[config.mk]
export PLATFORM = sky130hd
export DESIGN_NAME = slc3_control_fsm
export DESIGN_NICKNAME = d
export VERILOG_FILES = /design/src/rtl/slc3_ctrl_pkg.sv /design/src/rtl/branch_enable.sv /design/src/rtl/slc3_control_fsm.sv
export SDC_FILE = /design/constraint.sdc
export NUM_CORES = 1
export LEC_CHECK = 0
export ABC_AREA = 1
export CAP_MARGIN = 20
export CORE_MARGIN = 4
export CORE_UTILIZATION = 40
export CTS_CLUSTER_SIZE = 16
export DETAILED_ROUTE_END_ITERATION = 16
export GPL_ROUTABILITY_DRIVEN = 0
export HOLD_SLACK_MARGIN = 0.02
export PLACE_DENSITY = 0.8
export SYNTH_ARGS = -nofsm -noshare
export SYNTH_HDL_FRONTEND = slang
export SYNTH_SLANG_ARGS = --single-unit
export TNS_END_PERCENT = 100
[constraint.sdc]
create_clock -name clk -period 1.4 [get_ports clk]
set_input_delay 0.28 -clock clk [delete_from_list [all_inputs] [get_ports clk]]
set_output_delay 0.28 -clock clk [all_outputs]
set_load 0.05 [all_outputs]
[src/rtl/slc3_ctrl_pkg.sv]
// Shared types and encodings for the SLC-3 control sequencer.
// The PAUSE states exist only when SLC3_PAUSE_EN is defined.
package slc3_ctrl_pkg;

    typedef enum logic [4:0] {
        S_HALTED,
        S_FETCH1,
        S_FETCH2,
        S_FETCH3,
        S_DECODE,
        S_ADD,
        S_AND,
        S_NOT,
        S_BR_TEST,
        S_BR_TAKE,
        S_JMP,
        S_JSR1,
        S_JSR2,
        S_LDR1,
        S_LDR2,
        S_LDR3,
        S_STR1,
        S_STR2,
        S_STR3
`ifdef SLC3_PAUSE_EN
        ,
        S_PAUSE1,
        S_PAUSE2
`endif
    } state_t;

    localparam logic [3:0] OP_BR    = 4'b0000;
    localparam logic [3:0] OP_ADD   = 4'b0001;
    localparam logic [3:0] OP_JSR   = 4'b0100;
    localparam logic [3:0] OP_AND   = 4'b0101;
    localparam logic [3:0] OP_LDR   = 4'b0110;
    localparam logic [3:0] OP_STR   = 4'b0111;
    localparam logic [3:0] OP_NOT   = 4'b1001;
    localparam logic [3:0] OP_JMP   = 4'b1100;
    localparam logic [3:0] OP_PAUSE = 4'b1101;

    localparam logic [1:0] PCMUX_INC  = 2'b00;
    localparam logic [1:0] PCMUX_BUS  = 2'b01;
    localparam logic [1:0] PCMUX_ADDR = 2'b10;

    localparam logic [1:0] ADDR2_ZERO  = 2'b00;
    localparam logic [1:0] ADDR2_OFF6  = 2'b01;
    localparam logic [1:0] ADDR2_OFF9  = 2'b10;
    localparam logic [1:0] ADDR2_OFF11 = 2'b11;

    localparam logic [1:0] ALUK_ADD   = 2'b00;
    localparam logic [1:0] ALUK_AND   = 2'b01;
    localparam logic [1:0] ALUK_NOT   = 2'b10;
    localparam logic [1:0] ALUK_PASSA = 2'b11;

    localparam int LD_MAR = 6;
    localparam int LD_MDR = 5;
    localparam int LD_IR  = 4;
    localparam int LD_CC  = 3;
    localparam int LD_REG = 2;
    localparam int LD_PC  = 1;
    localparam int LD_LED = 0;

    localparam int GATE_PC     = 3;
    localparam int GATE_MDR    = 2;
    localparam int GATE_ALU    = 1;
    localparam int GATE_MARMUX = 0;

    function automatic logic isWaitState(input state_t s);
        return (s == S_FETCH2) || (s == S_LDR2) || (s == S_STR3);
    endfunction

endpackage

[src/rtl/branch_enable.sv]
// BEN flag: latched from IR[11:9] and the live NZP flags while the sequencer decodes.
module branch_enable
    import slc3_ctrl_pkg::*;
(
    input  logic       clk,
    input  logic       reset,
    input  logic       i_load,
    input  logic [2:0] i_irCc,
    input  logic [2:0] i_nzp,
    output logic       o_ben
);

    logic r_ben;

    always_ff @(posedge clk or posedge reset) begin
        if (reset) begin
            r_ben <= 1'b0;
        end else if (i_load) begin
            r_ben <= |(i_irCc & i_nzp);
        end
    end

    assign o_ben = r_ben;

endmodule

[src/rtl/slc3_control_fsm.sv]
// SLC-3 Moore control FSM: fetch / decode / execute sequencing of the datapath.
// Define SLC3_PAUSE_EN to enable the PAUSE opcode (1101) with LED load and cont handshake.
module slc3_control_fsm
    import slc3_ctrl_pkg::*;
#(
    parameter int MEM_WAIT = 2
) (
    input  logic        clk,
    input  logic        reset,
    input  logic        run,
    input  logic        cont,
    input  logic [15:0] ir,
    input  logic [2:0]  nzp,
    output logic [6:0]  ld,
    output logic [3:0]  gate,
    output logic [1:0]  pcmux,
    output logic        addr1mux,
    output logic [1:0]  addr2mux,
    output logic [1:0]  aluk,
    output logic        drmux,
    output logic        sr1mux,
    output logic        sr2mux,
    output logic        mem_oe,
    output logic        mem_we
);

    localparam logic [3:0] WAIT_LAST = 4'(MEM_WAIT - 1);

    state_t     r_state;
    state_t     w_nextState;
    logic [3:0] r_waitCnt;
    logic       w_inWait;
    logic       w_waitDone;
    logic       w_ben;
    logic [7:0] w_unusedIr;

    assign w_inWait   = isWaitState(r_state);
    assign w_waitDone = (r_waitCnt == WAIT_LAST);
    assign w_unusedIr = {ir[8:6], ir[4:0]};

`ifndef SLC3_PAUSE_EN
    logic w_unusedCont;
    assign w_unusedCont = cont;
`endif

    branch_enable u_branchEnable (
        .clk    (clk),
        .reset  (reset),
        .i_load (r_state == S_DECODE),
        .i_irCc (ir[11:9]),
        .i_nzp  (nzp),
        .o_ben  (w_ben)
    );

    // The wait counter is zero in every non-wait state, so each wait state is entered at 0.
    always_ff @(posedge clk or posedge reset) begin
        if (reset) begin
            r_state   <= S_HALTED;
            r_waitCnt <= 4'd0;
        end else begin
            r_state   <= w_nextState;
            r_waitCnt <= (w_inWait && !w_waitDone) ? r_waitCnt + 4'd1 : 4'd0;
        end
    end

    always_comb begin
        w_nextState = S_FETCH1;
        case (r_state)
            S_HALTED:  w_nextState = run ? S_FETCH1 : S_HALTED;
            S_FETCH1:  w_nextState = S_FETCH2;
            S_FETCH2:  w_nextState = w_waitDone ? S_FETCH3 : S_FETCH2;
            S_FETCH3:  w_nextState = S_DECODE;
            S_DECODE: begin
                case (ir[15:12])
                    OP_ADD:   w_nextState = S_ADD;
                    OP_AND:   w_nextState = S_AND;
                    OP_NOT:   w_nextState = S_NOT;
                    OP_BR:    w_nextState = S_BR_TEST;
                    OP_JMP:   w_nextState = S_JMP;
                    OP_JSR:   w_nextState = S_JSR1;
                    OP_LDR:   w_nextState = S_LDR1;
                    OP_STR:   w_nextState = S_STR1;
`ifdef SLC3_PAUSE_EN
                    OP_PAUSE: w_nextState = S_PAUSE1;
`endif
                    default:  w_nextState = S_FETCH1;
                endcase
            end
            S_BR_TEST: w_nextState = w_ben ? S_BR_TAKE : S_FETCH1;
            S_JSR1:    w_nextState = S_JSR2;
            S_LDR1:    w_nextState = S_LDR2;
            S_LDR2:    w_nextState = w_waitDone ? S_LDR3 : S_LDR2;
            S_STR1:    w_nextState = S_STR2;
            S_STR2:    w_nextState = S_STR3;
            S_STR3:    w_nextState = w_waitDone ? S_FETCH1 : S_STR3;
`ifdef SLC3_PAUSE_EN
            S_PAUSE1:  w_nextState = cont ? S_PAUSE2 : S_PAUSE1;
            S_PAUSE2:  w_nextState = cont ? S_PAUSE2 : S_FETCH1;
`endif
            default:   w_nextState = S_FETCH1;
        endcase
    end

    always_comb begin
        ld       = 7'd0;
        gate     = 4'd0;
        pcmux    = PCMUX_INC;
        addr1mux = 1'b0;
        addr2mux = ADDR2_ZERO;
        aluk     = ALUK_ADD;
        drmux    = 1'b0;
        sr1mux   = 1'b0;
        sr2mux   = 1'b0;
        mem_oe   = 1'b0;
        mem_we   = 1'b0;
        case (r_state)
            S_FETCH1: begin
                ld[LD_MAR]    = 1'b1;
                ld[LD_PC]     = 1'b1;
                gate[GATE_PC] = 1'b1;
            end
            S_FETCH2, S_LDR2: begin
                mem_oe     = 1'b1;
                ld[LD_MDR] = w_waitDone;
            end
            S_FETCH3: begin
                ld[LD_IR]      = 1'b1;
                gate[GATE_MDR] = 1'b1;
            end
            S_ADD, S_AND, S_NOT: begin
                ld[LD_REG]     = 1'b1;
                ld[LD_CC]      = 1'b1;
                gate[GATE_ALU] = 1'b1;
                sr1mux         = 1'b1;
                aluk           = (r_state == S_ADD) ? ALUK_ADD :
                                 (r_state == S_AND) ? ALUK_AND : ALUK_NOT;
                sr2mux         = (r_state != S_NOT) && ir[5];
            end
            S_BR_TAKE: begin
                ld[LD_PC] = 1'b1;
                pcmux     = PCMUX_ADDR;
                addr2mux  = ADDR2_OFF9;
            end
            S_JMP: begin
                ld[LD_PC] = 1'b1;
                pcmux     = PCMUX_ADDR;
                addr1mux  = 1'b1;
                sr1mux    = 1'b1;
            end
            S_JSR1: begin
                ld[LD_REG]    = 1'b1;
                drmux         = 1'b1;
                gate[GATE_PC] = 1'b1;
            end
            S_JSR2: begin
                ld[LD_PC] = 1'b1;
                pcmux     = PCMUX_ADDR;
                addr2mux  = ADDR2_OFF11;
            end
            S_LDR1, S_STR1: begin
                ld[LD_MAR]        = 1'b1;
                gate[GATE_MARMUX] = 1'b1;
                addr1mux          = 1'b1;
                addr2mux          = ADDR2_OFF6;
                sr1mux            = 1'b1;
            end
            S_LDR3: begin
                ld[LD_REG]     = 1'b1;
                ld[LD_CC]      = 1'b1;
                gate[GATE_MDR] = 1'b1;
            end
            S_STR2: begin
                ld[LD_MDR]     = 1'b1;
                gate[GATE_ALU] = 1'b1;
                aluk           = ALUK_PASSA;
            end
            S_STR3: mem_we = 1'b1;
`ifdef SLC3_PAUSE_EN
            S_PAUSE1: ld[LD_LED] = 1'b1;
`endif
            default: ;
        endcase
    end

endmodule
==> impl_metrics.toml <==
[synthesis]
synth.top_cell.area_share = 0.275
yosys.area_share.simple = 0.418
synthArstFlopShare = 1.00
synth_edf_count = 0
synth_ff_type = "dfrtp_1"
synth_cell_type_count = 21
synth.area.top_cells = "dfrtp_1 (27%), nand2_1 (16%), nand3_1 (12%), inv_1 (9.9%), ha_1 (8.2%)"
synth_largest_area_cell = "dfrtp_1"
muxShareOfSynthArea = 0
synth-compound-area-share = 0.0865
ys_seq_elements = 10
netlist_instances = 145
synth_top_family_by_area = "simple AND/OR/NAND/NOR gates"
ys_seq_area_frac = 0.275
avgSynthCellArea_um2 = 6.28
synthAdderAreaFrac = 0.0824
syn_area_um2 = 911
synth-xor-area-share = 0.0192
synth_warnings = 0

[routing]
dr.first_iter.drc_count = 112
dr_wl_met3_um = 830
drt_wl_total_um = 6430
vias = 1591
via_per_inst = 6.47
highest_layer = "met4"
ant_nets = 0
wl_met1_um = 1980
wl_per_cell_um = 26.1
dr.pass1.iters = 4
dr_wl_met2_um = 2960
route.detailed.drc = 0

[placement]
hpwl_um = 2750
dpl_worst_slack_ps = -293
io_buffers = 34
dpl_cell_area_um2 = 1810

[status]
violations = "setup timing"
status = "finished with violations"

[cells_and_area]
finalInstanceArea_um2 = 2130
layout.cells.most_common = "buf_4"
num_antenna_cells = 0
fin_util = 0.974
layout_common_cells = "buf_4 (30), nand2_1 (21), buf_12 (21), nand3_1 (13), clkdlybuf4s50_1 (13)"
drive_above_1_share = 0.578
finalNetCount = 248
area_growth_pct = 134

[timing]
final_max_slew_viol_count = 0
setup_viol = 31
hold_violations = 0
timing.fmax_mhz = 499
grt_setup_unrepaired = "true"
fin_ws_ps = -605
finClkSkew_ps = 7.86
period_needed_ps = 2000
hold_ws_ps = 367
fin_crit_sh = 1.43
fin_tns_setup_ps = -12360

[clocking]
ctsLongestPathBuffers = 2
cts_tree = "done"
clk_latency_ps = 280
htreeDepth = 1
cts_sinks = 10
root_buffer = "clkbuf_4"
clk_pin_slew_ps = 70
numCtsBuffers = 3

[global_route]
grt_max_degree = 11
grt_overflow = 0
grt_pass1_vias = 1404
grt_pass1_wl_um = 7100
antenna_found_initial = 0
grt.total_usage = 0.297

[floorplan]
dieHeight_um = 55.7
die_w_um = 55.7
rows = 17
core_area_um2 = 2190
io_pins = 46
initial_core_util = 0.416
die-area_um2 = 3100

[hold_path]
hp-class = "input pin to async pin"

[critical_path]
arrival_ps = 1720
cp.required_ps = 1120
slowest_delay_ps = 430
path_cells = "buf_4 -> nor2_4 -> nand3_2 -> o21ai_4 -> clkinv_4 -> nand3_4 -> buf_12"
cp-end-kind = "primary output"
crit_fanout = 4
critPathSlowestCell = "dfrtp_2"
criticalPathCategory = "register to primary output"
start_kind = "register"

[power_and_ir_drop]
ir_drop_uv = 1610
leakage_nw = 1.07
p_per_area_nw_per_um2 = 2010

[run]
maxCapViolations = 0
==> metrics by stage <==
| step | instances | power, mW |
|---|---|---|
| detailed placement | 229 | 3.17 |
| global route | 246 | 4.33 |
| floorplan | 146 | 1.91 |
| finish | 246 | 4.28 |
| global placement | 229 | 3.08 |
| CTS | 239 | 3.67 |
==> synth_stat cells, types with 2 or more instances <==
master   number
buf_4         2
inv_1        24
o21ai_0       6
nand3_1      21
nor2_4        2
a21oi_1       5
o21ai_1       2
nor2_1       16
dfrtp_1      10
ha_1          6
nand2_1      39
nor2_2        3
==> layer usage <==
layer	vias up	GRT usage
li1	599	-
met1	709	0.329
met2	206	0.532
met4	0	0.108
met5	-	0
met3	77	0.0858
==> where the power goes <==
part / switching [mW] / leakage (nW) / internal [mW]
sequential: 0.146 / 0.128 / 0.380
clock: 0.113 / 0.0210 / 0.158
combinational: 2.09 / 0.921 / 1.39
total: 2.35 / 1.07 / 1.93
==> kinds of logic after synthesis <==
family	after synthesis
other cells	1
fa+ha+maj	6
xor+xnor	2
flops	10
compound gates	15
buf+inv	26
simple gates	85
==> critical path: cells and delay by family, from the launching register on <==
| family | cells | cell delay (ps) |
|---|---|---|
| buf+inv | 3 | 440 |
| compound gates | 1 | 120 |
| flops | 1 | 430 |
| simple gates | 3 | 450 |
==> final cells by class <==
| class | instances | area, µm² |
|---|---|---|
| tap | 28 | 35.0 |
| multi-input combinational | 110 | 853 |
| inverter | 24 | 110 |
| timing repair buffer | 70 | 843 |
| clock buffer | 4 | 36.3 |
| sequential | 10 | 255 |
| fill | 31 | 57.6 |
==> path summary, 6_finish.rpt <==
kind	from	endpoint	slack [ps]	cells after the start
max	r_state[1]	sr1mux	-600	7
min	reset	r_waitCnt[1]	370	2
max reg2reg	r_state[1]	r_state[0]	-380	10
min reg2reg	r_waitCnt[0]	r_waitCnt[0]	540	1
max in group asynchronous	reset	r_state[4]	700	2
min in group clk	r_waitCnt[0]	r_waitCnt[0]	540	1
==> what timing repair did <==
item / in CTS / in global routing
buffers inserted: 9 / 8
gates cloned: 0 / 0
setup endpoints to repair: 24 / 31
pin swaps: 10 / 9
hold endpoints to repair: 0 / 0
hold buffers: 0 / 0
resized for setup: 34 / 27
==> registers in the layout, summed over array words and instances, names as in the netlist <==
signal,flops
r_state,5
r_waitCnt,4
u_branchEnable.o_ben,1
No activity file was read; power rests on OpenSTA's default activity.
